[src/rtl/mm_pkg.sv]
// Shared types and defaults for the matrix-multiply sequencer and its MAC datapath.
package mm_pkg;

  localparam int unsigned DIM_W_DEF = 16;
  localparam int unsigned CYC_W_DEF = 32;

  // Sequencer states
  typedef logic [1:0] seq_state_t;
  localparam seq_state_t S_IDLE  = 2'd0;
  localparam seq_state_t S_ISSUE = 2'd1;
  localparam seq_state_t S_DRAIN = 2'd2;

  // One MAC operation as seen by the datapath
  typedef struct packed {
    logic [DIM_W_DEF-1:0] i;
    logic [DIM_W_DEF-1:0] j;
    logic [DIM_W_DEF-1:0] k;
    logic                 first;
    logic                 last;
  } mm_op_t;

endpackage

[src/rtl/mm_idx_counter.sv]
// Three-level nested wrap counter walking i (outer), j (middle), k (inner).
module mm_idx_counter #(
  parameter int unsigned W = 16
) (
  input  logic         clk,
  input  logic         rst,
  input  logic         clr,
  input  logic         en,
  input  logic [W-1:0] lim_m,
  input  logic [W-1:0] lim_k,
  input  logic [W-1:0] lim_n,
  output logic [W-1:0] idx_i,
  output logic [W-1:0] idx_j,
  output logic [W-1:0] idx_k,
  output logic         first,
  output logic         last,
  output logic         last_all
);

  logic k_wrap;
  logic j_wrap;
  logic i_wrap;
  logic [W-1:0] k_inc;

  // Wrap points; limits are non-zero whenever en is asserted
  always_comb begin
    k_inc    = idx_k + W'(1);
    k_wrap   = (idx_k == lim_k - W'(1));
    j_wrap   = (idx_j == lim_n - W'(1));
    i_wrap   = (idx_i == lim_m - W'(1));
    last_all = k_wrap && j_wrap && i_wrap;
  end

  // Index registers; first/last are registered alongside k so they stay glitch-free
  always_ff @(posedge clk) begin
    if (rst) begin
      idx_i <= '0;
      idx_j <= '0;
      idx_k <= '0;
      first <= 1'b0;
      last  <= 1'b0;
    end else if (clr) begin
      idx_i <= '0;
      idx_j <= '0;
      idx_k <= '0;
      first <= 1'b1;
      last  <= (lim_k == W'(1));
    end else if (en) begin
      if (k_wrap) begin
        idx_k <= '0;
        first <= 1'b1;
        last  <= (lim_k == W'(1));
        if (j_wrap) begin
          idx_j <= '0;
          idx_i <= i_wrap ? '0 : idx_i + W'(1);
        end else begin
          idx_j <= idx_j + W'(1);
        end
      end else begin
        idx_k <= k_inc;
        first <= 1'b0;
        last  <= (k_inc == lim_k - W'(1));
      end
    end
  end

endmodule

[src/rtl/mm_seq_ctrl.sv]
// Matrix-multiply sequencer: issues M*N*K MAC ops, counts results, reports status.
module mm_seq_ctrl
  import mm_pkg::*;
#(
  parameter int unsigned DIM_W = DIM_W_DEF,
  parameter int unsigned CYC_W = CYC_W_DEF
) (
  input  logic             clk,
  input  logic             rst,
  input  logic             start,
  input  logic             abort,
  input  logic [DIM_W-1:0] cfg_m,
  input  logic [DIM_W-1:0] cfg_k,
  input  logic [DIM_W-1:0] cfg_n,
  output logic             op_valid,
  input  logic             op_ready,
  output logic [DIM_W-1:0] op_i,
  output logic [DIM_W-1:0] op_j,
  output logic [DIM_W-1:0] op_k,
  output logic             op_first,
  output logic             op_last,
  input  logic             res_valid,
  output logic             busy,
  output logic             done,
  output logic             err,
  output logic [CYC_W-1:0] cycle_cnt
);

  localparam int unsigned RC_W = 2 * DIM_W;

  seq_state_t       state_q, state_d;
  logic [DIM_W-1:0] m_q, k_q, n_q;
  logic [RC_W-1:0]  mn_q;
  logic [RC_W-1:0]  res_cnt_q;
  logic             op_valid_d, busy_d, done_d, err_d;
  logic             load_cfg, clr_stats, cnt_en, cyc_en, res_en;
  logic             dim_zero;
  logic             last_all;
  logic [DIM_W-1:0] lim_k;

  assign dim_zero = (cfg_m == '0) || (cfg_k == '0) || (cfg_n == '0);
  // Counter preloads first/last on the start edge, before the shadow K is visible
  assign lim_k    = load_cfg ? cfg_k : k_q;

  mm_idx_counter #(.W(DIM_W)) u_idx (
    .clk      (clk),
    .rst      (rst),
    .clr      (load_cfg),
    .en       (cnt_en),
    .lim_m    (m_q),
    .lim_k    (lim_k),
    .lim_n    (n_q),
    .idx_i    (op_i),
    .idx_j    (op_j),
    .idx_k    (op_k),
    .first    (op_first),
    .last     (op_last),
    .last_all (last_all)
  );

  // Next-state and control decode; abort while busy overrides everything
  always_comb begin
    state_d    = state_q;
    op_valid_d = op_valid;
    busy_d     = busy;
    done_d     = done;
    err_d      = err;
    load_cfg   = 1'b0;
    clr_stats  = 1'b0;
    cnt_en     = 1'b0;
    cyc_en     = 1'b0;
    res_en     = 1'b0;
    case (state_q)
      S_IDLE: begin
        if (start && !abort) begin
          load_cfg  = 1'b1;
          clr_stats = 1'b1;
          done_d    = 1'b0;
          err_d     = 1'b0;
          if (dim_zero) begin
            done_d = 1'b1;
            err_d  = 1'b1;
          end else begin
            state_d    = S_ISSUE;
            op_valid_d = 1'b1;
            busy_d     = 1'b1;
          end
        end
      end
      S_ISSUE: begin
        cyc_en = 1'b1;
        res_en = 1'b1;
        if (op_valid && op_ready) begin
          cnt_en = 1'b1;
          if (last_all) begin
            state_d    = S_DRAIN;
            op_valid_d = 1'b0;
          end
        end
      end
      S_DRAIN: begin
        cyc_en = 1'b1;
        res_en = 1'b1;
        if (res_cnt_q == mn_q) begin
          state_d = S_IDLE;
          done_d  = 1'b1;
          busy_d  = 1'b0;
        end
      end
      default: begin
        state_d    = S_IDLE;
        op_valid_d = 1'b0;
        busy_d     = 1'b0;
      end
    endcase
    if (abort && (state_q != S_IDLE)) begin
      state_d    = S_IDLE;
      op_valid_d = 1'b0;
      busy_d     = 1'b0;
      done_d     = 1'b0;
      err_d      = 1'b0;
      cnt_en     = 1'b0;
      cyc_en     = 1'b0;
      res_en     = 1'b0;
    end
  end

  // State and registered status outputs
  always_ff @(posedge clk) begin
    if (rst) begin
      state_q  <= S_IDLE;
      op_valid <= 1'b0;
      busy     <= 1'b0;
      done     <= 1'b0;
      err      <= 1'b0;
    end else begin
      state_q  <= state_d;
      op_valid <= op_valid_d;
      busy     <= busy_d;
      done     <= done_d;
      err      <= err_d;
    end
  end

  // Shadow config, latched once per accepted start
  always_ff @(posedge clk) begin
    if (rst) begin
      m_q  <= '0;
      k_q  <= '0;
      n_q  <= '0;
      mn_q <= '0;
    end else if (load_cfg) begin
      m_q  <= cfg_m;
      k_q  <= cfg_k;
      n_q  <= cfg_n;
      mn_q <= RC_W'(cfg_m) * RC_W'(cfg_n);
    end
  end

  // Result counter (saturates at M*N) and saturating cycle counter
  always_ff @(posedge clk) begin
    if (rst) begin
      res_cnt_q <= '0;
      cycle_cnt <= '0;
    end else if (clr_stats) begin
      res_cnt_q <= '0;
      cycle_cnt <= '0;
    end else begin
      if (res_en && res_valid && (res_cnt_q != mn_q)) begin
        res_cnt_q <= res_cnt_q + RC_W'(1);
      end
      if (cyc_en && (cycle_cnt != '1)) begin
        cycle_cnt <= cycle_cnt + CYC_W'(1);
      end
    end
  end

endmodule

[config.mk]
export PLATFORM = sky130hd
export DESIGN_NAME = mm_seq_ctrl
export DESIGN_NICKNAME = d
export VERILOG_FILES = /design/src/rtl/mm_pkg.sv /design/src/rtl/mm_idx_counter.sv /design/src/rtl/mm_seq_ctrl.sv
export SDC_FILE = /design/constraint.sdc
export NUM_CORES = 1
export LEC_CHECK = 0
export ABC_AREA = 0
export BUFFER_PORTS_ARGS = -buffer_cell sky130_fd_sc_hd__buf_2
export CORE_AREA = 10 10 185 187
export CTS_BUF_LIST = sky130_fd_sc_hd__clkbuf_2
export CTS_CLUSTER_DIAMETER = 200
export DETAILED_ROUTE_END_ITERATION = 8
export DIE_AREA = 0 0 195 197
export PLACE_DENSITY = 0.82
export REMOVE_ABC_BUFFERS = 1
export SETUP_SLACK_MARGIN = 0.15
export SLEW_MARGIN = 10
export SYNTH_ARGS = -nofsm -noshare
export SYNTH_HDL_FRONTEND = slang
export SYNTH_SLANG_ARGS = --single-unit
[constraint.sdc]
create_clock -name clk -period 10.55 [get_ports clk]
set_clock_uncertainty 0.15 [all_clocks]
set_input_delay 1.5825 -clock clk [delete_from_list [all_inputs] [get_ports clk]]
set_output_delay 1.5825 -clock clk [all_outputs]
set_load 0.03 [all_outputs]
Word level (Yosys, flattened, before mapping)
Index checks and enable logic that the tools add are counted.
Storage, ports and cells
  flip-flop bits (word level): 200
  bits of input ports: 54
  output and inout bits: 86
  word-level logic and storage cells: 104
Cells by class
  $add $sub $neg: 8
  multipliers: 1
  equality and inequality tests: 15
  multiplexer cells: 34
  bitwise operators: 2
  reduce and logical (&&, ||, !) cells: 28
Operator list (number)
  32-bit by 1-bit adder with 32-bit output, second input constant: 2
  16-bit == test: 4
  16-bit 2-to-1 mux: 4
  16-bit by 1-bit adder with 16-bit output, second input constant: 3
  16-bit logical NOT: 3
  16-bit by 1-bit subtractor with 16-bit output, second input constant: 3
  32-bit == test: 1
  16-bit by 16-bit multiplier with 32-bit output: 1
  32-bit inequality test: 1
  32-bit inequality test, second input constant: 1
  1-bit 2-to-1 mux: 21
  16-bit by 1-bit == test with 1-bit output, second input constant: 1
  2-bit 2-to-1 mux: 5
  2-bit inequality test, second input constant: 5
  5-bit AND reduction: 2
  1-bit logical AND: 8
  1-bit one-hot mux with 3 select lines: 2
  2-bit one-hot mux with 3 select lines: 1
  3-bit AND reduction: 2
  2-bit nonzero test: 3
  2-bit OR reduction: 3
  2-bit AND reduction: 2
  4-bit AND reduction: 1
  2-bit by 1-bit == test with 1-bit output, second input constant: 1
  6 further kinds: 8

Depth between registers and ports, before layout
Gate-level depths: netlist (run 1).
  word-level depth: 12
  gate-level depth with buffers: 25
  gate-level depth less buffers: 24

Modules after synthesis
A second synthesis (run 1) with hierarchy kept.
Second synthesis, totals
  cell total of the unflattened synthesis: 2409
  area, all modules: 19733.9 um^2
By module, submodules not included
  mm_seq_ctrl: times used 1, cells an instance 1786, area an instance 14983.1 um^2
  mm_idx_counter: times used 1, cells an instance 623, area an instance 4750.8 um^2

Worst setup path after synthesis (run 1)
OpenSTA, ideal clock, no wires.
  path kind: input-to-reg
  start point: input port cfg_n[7]
  end point: register mn_q[31]
  setup time: 79 ps
  data arrival time: 7875 ps
  data required time: 10321 ps
  setup slack: 2446 ps
  stages on the path: 23
  buffers on the path: 2
  cell sequence: clkbuf_1 clkbuf_1 nand2_1 fa_1 fa_1 inv_1 fa_1 fa_1 fa_1 inv_1 fa_1 inv_1 ha_1 a21o_1 a21o_1 a2111oi_0 a2bb2oi_1 a21boi_0 o221ai_1 nand4_1 nand2_1 or4b_2 o211ai_1
Between the ends
  cells in the longest elaborated chain, start to end: 1
RTL lines
  from (decl): RTL line mm_seq_ctrl.sv:14  | input logic [DIM_W-1:0] cfg_n,
  16-bit by 16-bit multiplier with 32-bit output: RTL line mm_seq_ctrl.sv:156  | mn_q <= RC_W'(cfg_m) * RC_W'(cfg_n);
  to (signal assigned): RTL line mm_seq_ctrl.sv:156
  to (decl): RTL line mm_seq_ctrl.sv:33  | logic [RC_W-1:0] mn_q;
No other way between the ends.
A chain may end at the register's enable or synchronous reset.

Worst setup path after layout (run 1)
  start point: input port cfg_m[8]
  end point: register mn_q[31]
Between the ends
  cells in the longest elaborated chain, start to end: 1
RTL lines
  from (decl): RTL line mm_seq_ctrl.sv:12  | input logic [DIM_W-1:0] cfg_m,
  16-bit by 16-bit multiplier with 32-bit output: RTL line mm_seq_ctrl.sv:156
No other way between the ends.

==> results of run 1 <==
## per-stage QoR
step	power, mW	area, um^2	cells	utilization [%]
after floorplan	3.91	18900	2233	-
after global placement	4.69	20100	2773	66.2
after detailed placement	4.78	20100	2773	66.2
after CTS	5.18	20400	2805	67.0
after global routing	5.78	20400	2806	67.0
final	5.20	20400	2806	67.0
## flip-flops by register name, summed over array words and instances, names as in the netlist
signal       count
res_cnt_q       32
u_idx.last       1
u_idx.first      1
cycle_cnt       32
err              1
n_q             16
state_q          2
busy             1
done             1
u_idx.idx_k     16
u_idx.idx_j     16
op_valid         1
k_q             16
m_q             16
mn_q            32
u_idx.idx_i     16
## layer usage
layer  vias to the layer above  part of all wire [%]  track usage (%)
met3                       124                   7.3             4.18
li1                       7750                     -                -
met1                      8076                    40             32.5
met4                         2                   3.1             9.33
met2                       667                    49             44.6
met5                         -                 0.016                0
## cells in the final DEF, fill, tap and decap left out, types with 11 or more instances in the layout
cell type	instances
inv_1	262
nand2b_1	17
or3_1	23
a21o_1	20
a21oi_1	117
a211oi_1	19
nand4_1	45
o21ai_0	50
and4_1	16
fa_1	194
nor4_1	32
xnor2_1	131
dfxtp_1	200
nor2_1	162
nor3_1	44
or4_1	11
buf_2	139
xor2_1	80
mux2i_1	24
ha_1	116
nand3_1	52
a31oi_1	12
clkbuf_2	18
and2_1	126
and3_1	30
nand2_1	332
## power breakdown
part	switching, mW	internal (mW)
combinational	2.24	1.70
clock	0.281	0.0940
sequential	0.0611	0.823
total	2.58	2.62
## critical path: stages
cell       delay, ns
buf_2           0.37
nand2_1         0.15
fa_1            0.55
inv_1           0.05
fa_1            0.55
fa_1            0.44
fa_1            0.46
fa_1            0.49
inv_1           0.05
fa_1            0.47
inv_1           0.04
ha_1            0.35
a21o_1          0.19
a21o_1          0.18
a2111oi_0       0.39
a2bb2oi_1       0.19
a21boi_0        0.42
o221ai_1        0.28
nand4_1         0.15
nand2_1         0.07
or4b_2          0.62
o211ai_1        0.10
## cell families (layout without fill, tap and decap cells)
family	Yosys count	in the layout
AND/OR/NAND/NOR	947	947
buffers and inverters	369	438
adder cells (fa/ha/maj)	310	310
AO/OA/AOI/OAI	273	273
XOR/XNOR	213	213
flip-flops	200	200
multiplexers	28	28
other	0	1
## final cells by class
class	instances	area, um^2
multi-input cells	1771	13900
flip-flops and latches	200	4000
inverters	262	983
diodes	1	2.50
clock inverters	14	138
well taps	396	495
repair buffers	144	733
clock buffers	18	90.1
fillers	2559	10000
## worst paths after layout
| kind | from | to | slack [ns] |
|---|---|---|---|
| worst min register to register | mn_q[16]$_SDFFE_PP0P_ | mn_q[16]$_SDFFE_PP0P_ | 0.34 |
| worst max-delay path | cfg_m[8] | mn_q[31]$_SDFFE_PP0P_ | 2.94 |
| worst max register to register | state_q[1]$_SDFFE_PP0P_ | u_idx.idx_j[2]$_SDFFE_PP0P_ | 5.53 |
| worst min-delay path | mn_q[16]$_SDFFE_PP0P_ | mn_q[16]$_SDFFE_PP0P_ | 0.34 |
==> results.txt, run 1 <==
Setup violations remaining at the end of the flow were counted as 0. In this run the mean area of a mapped cell was 8.26 um^2. The max-slew violation total from the final report is 0, and the critical path data arrival time is 8.17 ns. In this run the remaining antenna-violating nets after routing total 0.

The xor/xnor cell area share of the yosys netlist was 9.79%. For the routed wire length, the log shows 50.0 mm. The post-layout net count is 2760, and the post-cts resize count is 0.

Setup repair after global routing left no endpoint under its margin. Multiplexer cells account for 1.49% of the synthesized area. The growth of design area from synthesis to finish is 5.39%, and the count of mapped cells out of synthesis is 2340.

The die covers 38400 um^2. Type of the most critical hold path: reg -> reg. The cell area power density was 255 nW/um^2; the placer congestion estimate was 0.959.

The number of antenna violations at the first check in global routing was 2. Summing every instance area after synthesis gives 19300 um^2. After synthesis, flip-flops and latches occupy 20.7% of the total area. The core footprint was 30400 um^2; the fraction of the mapped netlist area in compound gates was 8.55%. Total congestion overflow: 0.

Number of global-route vias before repair: 16700. Before antenna repair, the detailed router went through 8 iterations. The mean number of vias per cell was 5.92. The post-route fraction of the period consumed by the critical path is 72.1%, and the minimum setup slack in the final design is 2.94 ns. The run gives 0 as the number of hold buffers added after cts. Counting instances, the worst hold path has a depth of 2. The first global-routing pass estimated 83.5 mm of wire. Kind of end point of the critical path: a flop. By instance count, the leading cell after synthesis is nand2_1. The run gives 0 as the count of endpoints failing hold in the final timing report.

TritonCTS built the clock tree. The predominant post-synthesis flop cell is dfxtp_1. The run finished with clean final reports.

The tools report the Yosys warning count as 0. The floorplan step set the die height to 197 um. After synthesis, the share of flip-flops with an asynchronous set or reset is 0%. The synthesized netlist devotes 27.6% of its cell area to adder and majority cells. The floorplan has 64 rows.

Yosys mapped a number of flops with a built-in enable equal to 0. The tree built by TritonCTS fans out to 200 sinks. The root buffer cell chosen for the clock tree is clkbuf_2. The largest family of logic cells by synthesized area was adder cells. Sorting the synthesized cells by area gives the leading types as dfxtp_1, fa_1, ha_1.

At the pin with the least slew margin, the transition time is 1.13 ns. The startpoint class of the critical path was an input pin. STA puts the critical path data required time at 11.11 ns. Global routing used 26.0% of the available tracks.

For the worst-skew pair, the clock arrives at the later sink with an insertion delay of 0.79 ns. The detailed router finished its first iteration with 1320 violations. Summed over its instances, the top area cell type makes up 20.7% of the synthesized netlist area. In the routed design, unresolved DRC markers number 0. For the count of buffers added by post-CTS timing repair for setup, the log shows 0.

The flip-flop and latch count after synthesis came out at 200. The static leakage power came out at 9.04 nW. Counting instances in the post-synthesis netlist gives the leading cell types as nand2_1, inv_1, dfxtp_1.

Pin placement for this block handled 140 I/O pins. Measured in cells, the most critical reg-to-reg path has a length of 13. The synthesized netlist devotes 24.6% of its cell area to simple gates.

Yosys mapped the design onto 76 distinct sky130hd cell types. The clock passes through at most 2 buffers. The initial utilization of the core area, before any placement, comes to 63.5%. Across all layers, the routed design uses 16600 vias. Summed over all instances, the cell type with the most area after synthesis is dfxtp_1.

The maximum net fanout on the critical path is 18. In the final routed layout, each cell accounts on average for 17.8 um. Based on the critical path, the design can be clocked at up to 0.131 GHz. The critical setup path kind is in -> reg. The fraction of layout instances using a drive strength above 1 was 8.63%; the number of maximum-capacitance violations was 0. After routing, the total negative slack on setup checks comes to 0 ns. The count of buffers added on input and output ports is 139. TritonCTS created 17 clock buffers. The shortest period the worst path allows was 7.61 ns; the pin count of the biggest net entering global routing was 77.

IR analysis of the VDD net gives a maximum drop of 372 uV. Clock-pin slew on the worst setup and hold paths: 0.27 ns. The die is 195 um wide.

CTS built an H-tree with a depth of 4. The half-perimeter wire length after detailed placement is 38.3 mm. The tightest hold path in the finished design has a slack of 0.337 ns.

At the placement stage, the worst setup path has a slack of 2.16 ns. For the relative max-transition margin, the log shows 24.2%.
Note: power is estimated with default switching activity, not from simulation.
==> inputs of run 2 (changes only) <==
Clock period 10.55 ns to 7.1 ns, I/O delays scaled along.
==> run 2 against run 1 <==
  * Critical path depth rose by 1
  * Utilization rose by 2.6 points
  * Via count rose by 1.7%
  * Global-route usage fell by 0.50 points
  * Non-clock buffer count rose by 93
  * Sequential share of layout area fell by 0.72 points
  * Design area rose by 3.8%
  * Routed wire length fell by 0.51%
  * Largest cell class unchanged
==> results.txt, run 2 (synthesis results as in run 1) <==
STA classifies the critical path startpoint as an input pin. From synthesis to final layout, the design area changed by 9.41%. Leaving out fill and tap cells, the most frequent cell in the layout is nand2_1. The tools report the routed wire length as 49.7 mm (-0.51%). The number of port buffers is 139 (unchanged), and the number of buffers inserted during clock tree synthesis is 17 (unchanged). The fraction of met3 tracks used by global routing is 3.77% (-0.41 points). The tools report the clock insertion delay at the later pin of the skew report as 0.82 ns (+0.03 ns). The tools report the core footprint as 30400 um^2 (unchanged). The final critical path takes up 93.5% of the cycle.

The logs give 0 (unchanged) for the count of endpoints failing hold in the final timing report and 25.5% (-0.50 points) for the aggregate global-route resource usage. Critical path data arrival time: 7.24 ns (-0.93 ns). Cell area power density: 394 nW/um^2 (+55%). The largest individual stage delay along the critical path comes from the cell or4b_2. The tools report the library cell used as clock root buffer as clkbuf_2.

The run gives 16900 (+1.7%) as the routed via count. The delay contributed by the slowest stage of the critical path is 0.62 ns (about the same). The logs give 19.6% (-4.5 points) for the relative max-transition margin and 641 uV (+72%) for the peak supply drop. The met2 global-route usage came out at 45.5% (+0.90 points).

The global routing stage identified its most utilized layer as met2. The number of global-route vias before repair is 17100 (+2.2%). The run gives 2 (unchanged) as the buffer depth of the longest clock path.

The remaining number of nets flagged by the antenna check after routing came out at 0 (unchanged). Traced cell by cell, the critical path runs through buf_2 > and2_1 > fa_1 > inv_1 > fa_1 > fa_1 > inv_1 > fa_1 > fa_1 > inv_1 > fa_1 > inv_1 > ha_1 > a21o_1 > a21o_1 > a2111oi_0 > a2bb2oi_1 > a21boi_1 > o221ai_1 > nand4_1 > nand2_1 > or4b_2 > o211ai_1. The largest registers in the layout are cycle_cnt (32), mn_q (32), res_cnt_q (32). For the overall die area, the log shows 38400 um^2 (unchanged).

The placer congestion estimate is 0.958 (-0.17%). The max-slew violation total from the final report was 0 (unchanged). The logs give 2900 (+3.3%) for the number of non-filler instances in the completed layout and 2853 (+3.4%) for the post-layout net count. The total congestion overflow came out at 0 (unchanged).

The top cell types in the final layout, fill and taps aside, are nand2_1, inv_1, dfxtp_1. The transition time of the tightest slew-check pin works out to 1.20 ns (+0.0751 ns). The logs give 0.151 GHz for the maximum frequency from static timing analysis and 39.7 mm (+3.5%) for the half-perimeter wire length after detailed placement. The flow ran to the end, and the final reports show no timing, DRC or antenna violations. The logs give 1294 (-2.0%) for the starting DRC count in detailed routing and 0 (unchanged) for the final number of setup-violating endpoints. The count of buffers added by post-CTS timing repair for setup was 0 (unchanged). TritonCTS built the clock tree. The tools report the total I/O pin count as 140 (unchanged). Detailed-route wire length per cell: 17.1 um (-3.7%).

The number of antenna violations at the first check in global routing was 3 (+1); the height of the die was 197 um (unchanged). The total power of the final layout was 8.34 mW (+60%); the width of the chip was 195 um (unchanged). The critical path is of the in -> reg type. Endpoint required time on the critical path: 7.71 ns (-3.40 ns). The logs give 82.5 mm (-1.2%) for the first-pass GRT wire length and 69.5% (+2.6 points) for the final core utilization. For the number of levels in the clock H-tree, the log shows 4 (unchanged).

The type of the most critical hold path was reg -> reg. Kind of end point of the critical path: a flop. The mean number of vias per cell is 5.83 (-1.6%). The cell row count came out at 64 (unchanged). Pin count of the biggest net entering global routing: 82 (+6.5%). The tools report the number of search-and-repair iterations in the first detailed-routing pass as 7 (-1). Setup repair after global routing left no endpoint under its margin. The run gives 0 (unchanged) as the number of remaining DRC errors. The clock-pin slew on the worst setup and hold paths is 0.41 ns (+0.14 ns). The tools report the post-placement cell count as 2866 (+3.4%). Most prevalent standard cell on the critical path: fa_1. The number of maximum-capacitance violations came out at 0 (unchanged).

The tools report the met1 usage as 30.9% (-1.6 points). The maximum net fanout on the critical path is 4 (-14), and the static leakage power is 9.51 nW (+5.3%). The run gives 63.5% (unchanged) as the initial core utilization. The run gives 200 (unchanged) as the number of clock sinks seen by CTS. The worst-case hold slack was 0.339 ns (+0.00233 ns). The fraction of layout instances using a drive strength above 1 was 12.0% (+3.4 points); the shortest period the worst path allows was 6.64 ns.
==> run 2: cell count changes in the layout (fill, tap and decap cells not counted), moves of 2 or more <==
| cell | delta |
|---|---|
| inv_12 | +3 |
| clkinv_8 | +4 |
| inv_6 | -3 |
| clkinv_4 | -4 |
| inv_16 | +2 |
| clkinv_2 | -3 |
| buf_4 | +93 |
| inv_8 | +3 |
==> run 2: worst max-delay path: cells and delay by family <==
kind	cells	cell delay, ns
adder cells (fa/ha/maj)	7	3.27
AO/OA/AOI/OAI	7	1.55
AND/OR/NAND/NOR	4	0.99
buffers and inverters	5	0.34
==> run 2: path summary, 6_finish.rpt <==
check / start / to / slack (ns) / depth (start not counted)
max: cfg_m[13] / mn_q[31]$_SDFFE_PP0P_ / 0.46 / 23
min reg2reg: n_q[15]$_SDFFE_PP0P_ / n_q[15]$_SDFFE_PP0P_ / 0.34 / 2
min: n_q[15]$_SDFFE_PP0P_ / n_q[15]$_SDFFE_PP0P_ / 0.34 / 2
max reg2reg: state_q[1]$_SDFFE_PP0P_ / u_idx.idx_j[0]$_SDFFE_PP0P_ / 2.02 / 12
==> run 2: through the flow <==
stage / setup TNS (ns) / setup WS (ns) / instance area (um^2)
floorplan: -0.0757 / -0.0757 / 18900
global placement: -0.862 / -0.304 / 20800
detailed placement: -1.81 / -0.445 / 20800
CTS: 0 / 0.454 / 21200
global route: 0 / 0.240 / 21200
finish: 0 / 0.463 / 21200
==> run 2: timing repair <==
action	CTS	global route
gates resized for setup	0	1
setup endpoints to repair	0	1
hold buffers	0	0
==> run 2: area by class of cell <==
type,instances,area (um^2)
Multi-Input combinational cell,1771,13900
Fill cell,2448,9270
Sequential cell,200,4000
Timing Repair Buffer,237,1430
Inverter,262,983
Tap cell,396,495
Clock inverter,15,219
Clock buffer,17,85.1
Antenna cell,2,5.00
==> run 2: where the power goes <==
group	internal, mW	switching, mW
registers	1.23	0.0914
logic	3.02	3.35
clock network	0.150	0.506
==> run 2: layer usage <==
layer / vias up / wire [um]
met1: 8264 / 20400
met2: 606 / 25000
met4: 2 / 1260
met5: - / 7
met3: 89 / 3030
li1: 7944 / -
==> inputs of run 3 (changes only) <==
==> constraint.sdc (replaced) <==
create_clock -name clk -period 7.1 [get_ports clk]
set_clock_uncertainty 0.15 [all_clocks]
set_input_delay 0.71 -clock clk [delete_from_list [all_inputs] [get_ports clk]]
set_output_delay 0.71 -clock clk [all_outputs]
set_load 0.03 [all_outputs]
==> run 3 against run 2 <==
  * Clock-buffer cell count is the same
  * First-iteration DRC count shrank 2.5%
  * Design area shrank 1.0%
  * Critical endpoint unchanged
  * Highest routed layer unchanged
==> results.txt, run 3 (synthesis results as in run 1) <==
For the clock insertion delay at the later pin of the skew report, the log shows 0.87 ns (+0.05 ns). Setup repair after global routing left no endpoint under its margin. The tools report the kind of end point of the critical path as a flop. Startpoint class of the critical path: an input pin. For the routed wire length, the log shows 49.9 mm (+0.34%). TritonCTS built the clock tree. Total congestion overflow: 0 (unchanged).

Most frequent standard cell in the layout excluding fill and tap cells: nand2_1. The worst hold path belongs to the class in -> reg. The total I/O pin count came out at 140 (unchanged). The buffer depth of the longest clock path was 2 (unchanged); the number of buffers inserted during clock tree synthesis was 17 (unchanged). The detailed-route wire length per cell was 17.4 um (+1.5%). The number of stages on the worst hold path is 3 (+1), and the relative max-transition margin is 12.8% (-6.9 points). The height of the die is 197 um (unchanged), and the number of port buffers is 139 (unchanged). The critical path data arrival time is 7.18 ns (-0.06 ns). The minimum setup slack after placement is -0.0180 ns (+0.427 ns). The logs give 0 (unchanged) for the number of maximum-capacitance violations and 0 (unchanged) for the final number of setup-violating endpoints. In the final layout, the registers with the most flip-flops are cycle_cnt (32), mn_q (32), res_cnt_q (32). The tools report the routed via count as 16800 (-0.64%).

The count of endpoints failing hold in the final timing report is 0 (unchanged). The initial core utilization was 63.5% (unchanged); the number of non-filler instances in the completed layout was 2867 (-1.1%). Number of antenna violations at the first check in global routing: 2 (-1). The critical path in this run is classified as in -> reg.

The tools report the core footprint as 30400 um^2 (unchanged). The cell row count was 64 (unchanged); the number of search-and-repair iterations in the first detailed-routing pass was 5 (-2). The width of the chip is 195 um (unchanged), and the maximum net fanout on the critical path is 8 (+4).

The mean number of vias per cell was 5.86 (+0.50%). The run gives 38400 um^2 (unchanged) as the overall die area. The placer congestion estimate is 0.950 (-0.83%), and the delay contributed by the slowest stage of the critical path is 0.61 ns (about the same). The minimum setup slack in the final design is 0.561 ns (+0.0975 ns), and the path depth of the worst reg2reg path is 13 (+1). The tools report the peak supply drop as 668 uV (+4.2%). The tools report the endpoint required time on the critical path as 7.74 ns (+0.03 ns). The aggregate global-route resource usage is 26.1% (+0.63 points), and the fraction of layout instances using a drive strength above 1 is 10.4% (-1.6 points). For the maximum frequency from static timing analysis, the log shows 0.153 GHz (+1.5%). The critical path goes through dlygate4sd3_1 > buf_2 > and2_1 > fa_1 > fa_1 > fa_1 > fa_1 > fa_1 > inv_1 > fa_1 > inv_1 > ha_1 > a21o_1 > a21o_1 > a2111oi_0 > a2bb2oi_1 > a21boi_1 > o221ai_1 > nand4_1 > nand2_1 > or4b_2 > o211ai_1. The number of remaining DRC errors was 0 (unchanged); the growth of design area from synthesis to finish was 8.31%. The half-perimeter wire length after detailed placement was 39.7 mm (+0.21%).

The run gives 68.8% (-0.70 points) as the final core utilization. The tools report the static leakage power as 9.35 nW (-1.7%). The run finished with clean final reports.

The post-route fraction of the period consumed by the critical path was 92.1% (-1.4 points). For the starting DRC count in detailed routing, the log shows 1262 (-2.5%). The footprint of the multi-input gates is 13900 um^2 (unchanged).

In the layout the commonest cells are nand2_1, inv_1, dfxtp_1. Filler cell count in the final layout: 2488 (+1.6%). The number of global-route vias before repair was 17400 (+1.7%); the first-pass GRT wire length was 84.3 mm (+2.2%). The most prevalent standard cell on the critical path is fa_1. Post-layout net count: 2821 (-1.1%).

The transition time of the tightest slew-check pin came out at 1.31 ns (+0.103 ns). The max-slew violation total from the final report came out at 0 (unchanged). The slowest stage of the critical path is the or4b_2 cell. Post-placement cell count: 2822 (-1.5%).

The shortest period the worst path allows is 6.54 ns (-0.0975 ns). The clock-pin slew on the worst setup and hold paths was 0.36 ns (-0.05 ns); the remaining number of nets flagged by the antenna check after routing was 0 (unchanged). The cell sitting at the root of the clock tree is a clkbuf_2.

For the pin count of the biggest net entering global routing, the log shows 75 (-8.5%). The footprint of the flip-flops and latches came out at 4000 um^2 (unchanged). For the number of levels in the clock H-tree, the log shows 4 (unchanged). For the number of clock sinks seen by CTS, the log shows 200 (unchanged). The cell area power density was 380 nW/um^2 (-3.7%).
==> run 3: cell types whose count changed in the layout (fill, tap and decap cells not counted), sizes merged <==
cell	before	now
buf	237	193
diode	2	1
dlygate4sd3	0	12
==> run 3: cell type report <==
class                           instances  area share (%)
Clock inverter                         15            1.05
Timing Repair Buffer                  205            5.83
Antenna cell                            1          0.0119
Sequential cell                       200            19.1
Multi-Input combinational cell       1771            66.5
Inverter                              262            4.70
Clock buffer                           17           0.406
Tap cell                              396            2.37
==> run 3: critical path, delay by kind of cell <==
kind / cells / cell delay, ns
fa+ha+maj: 7 / 3.18
buf+inv: 4 / 0.82
compound gates: 7 / 1.47
simple gates: 4 / 0.98
==> run 3: power by group <==
group | switching [mW] | leakage (nW) | internal (mW)
sequential | 0.0914 | 1.62 | 1.23
combinational | 3.27 | 7.56 | 2.72
clock | 0.503 | 0.173 | 0.149
total | 3.87 | 9.35 | 4.09
==> run 3: final timing paths <==
| path | startpoint | endpoint | slack [ns] |
|---|---|---|---|
| setup / recovery | cfg_n[14] | mn_q[31]$_SDFFE_PP0P_ | 0.56 |
| hold / removal | cfg_k[11] | k_q[11]$_SDFF_PP0_ | 0.04 |
| setup reg to reg | state_q[0]$_SDFFE_PP0P_ | u_idx.idx_j[14]$_SDFFE_PP0P_ | 1.88 |
| hold reg to reg | mn_q[8]$_SDFFE_PP0P_ | mn_q[8]$_SDFFE_PP0P_ | 0.34 |
==> run 3: per-layer routing <==
metal / GRT usage (%) / wire, um / up-vias
met4: 8.29 / 1390 / 2
met2: 46.2 / 24600 / 553
met5: 0 / 13 / -
met3: 3.82 / 3040 / 112
met1: 32.2 / 20800 / 8257
li1: - / - / 7873
==> run 3: repair_timing <==
item / CTS / global route
gates resized for setup: 0 / 1
setup buffers: 0 / 0
setup endpoints to repair: 0 / 1
endpoints found under the hold margin: 11 / 1
hold buffers: 11 / 1
==> run 3: metrics by stage <==
step	TNS, ns	hold slack (ns)	total power, mW	instance area [um^2]
finish	0	0.0351	7.96	20900
global route	0	0.00772	8.83	20900
CTS	0	0.000516	7.96	20900
detailed placement	-0.0180	0.317	7.27	20500
global placement	0	0.307	7.11	20500
floorplan	0	0.289	5.82	18900
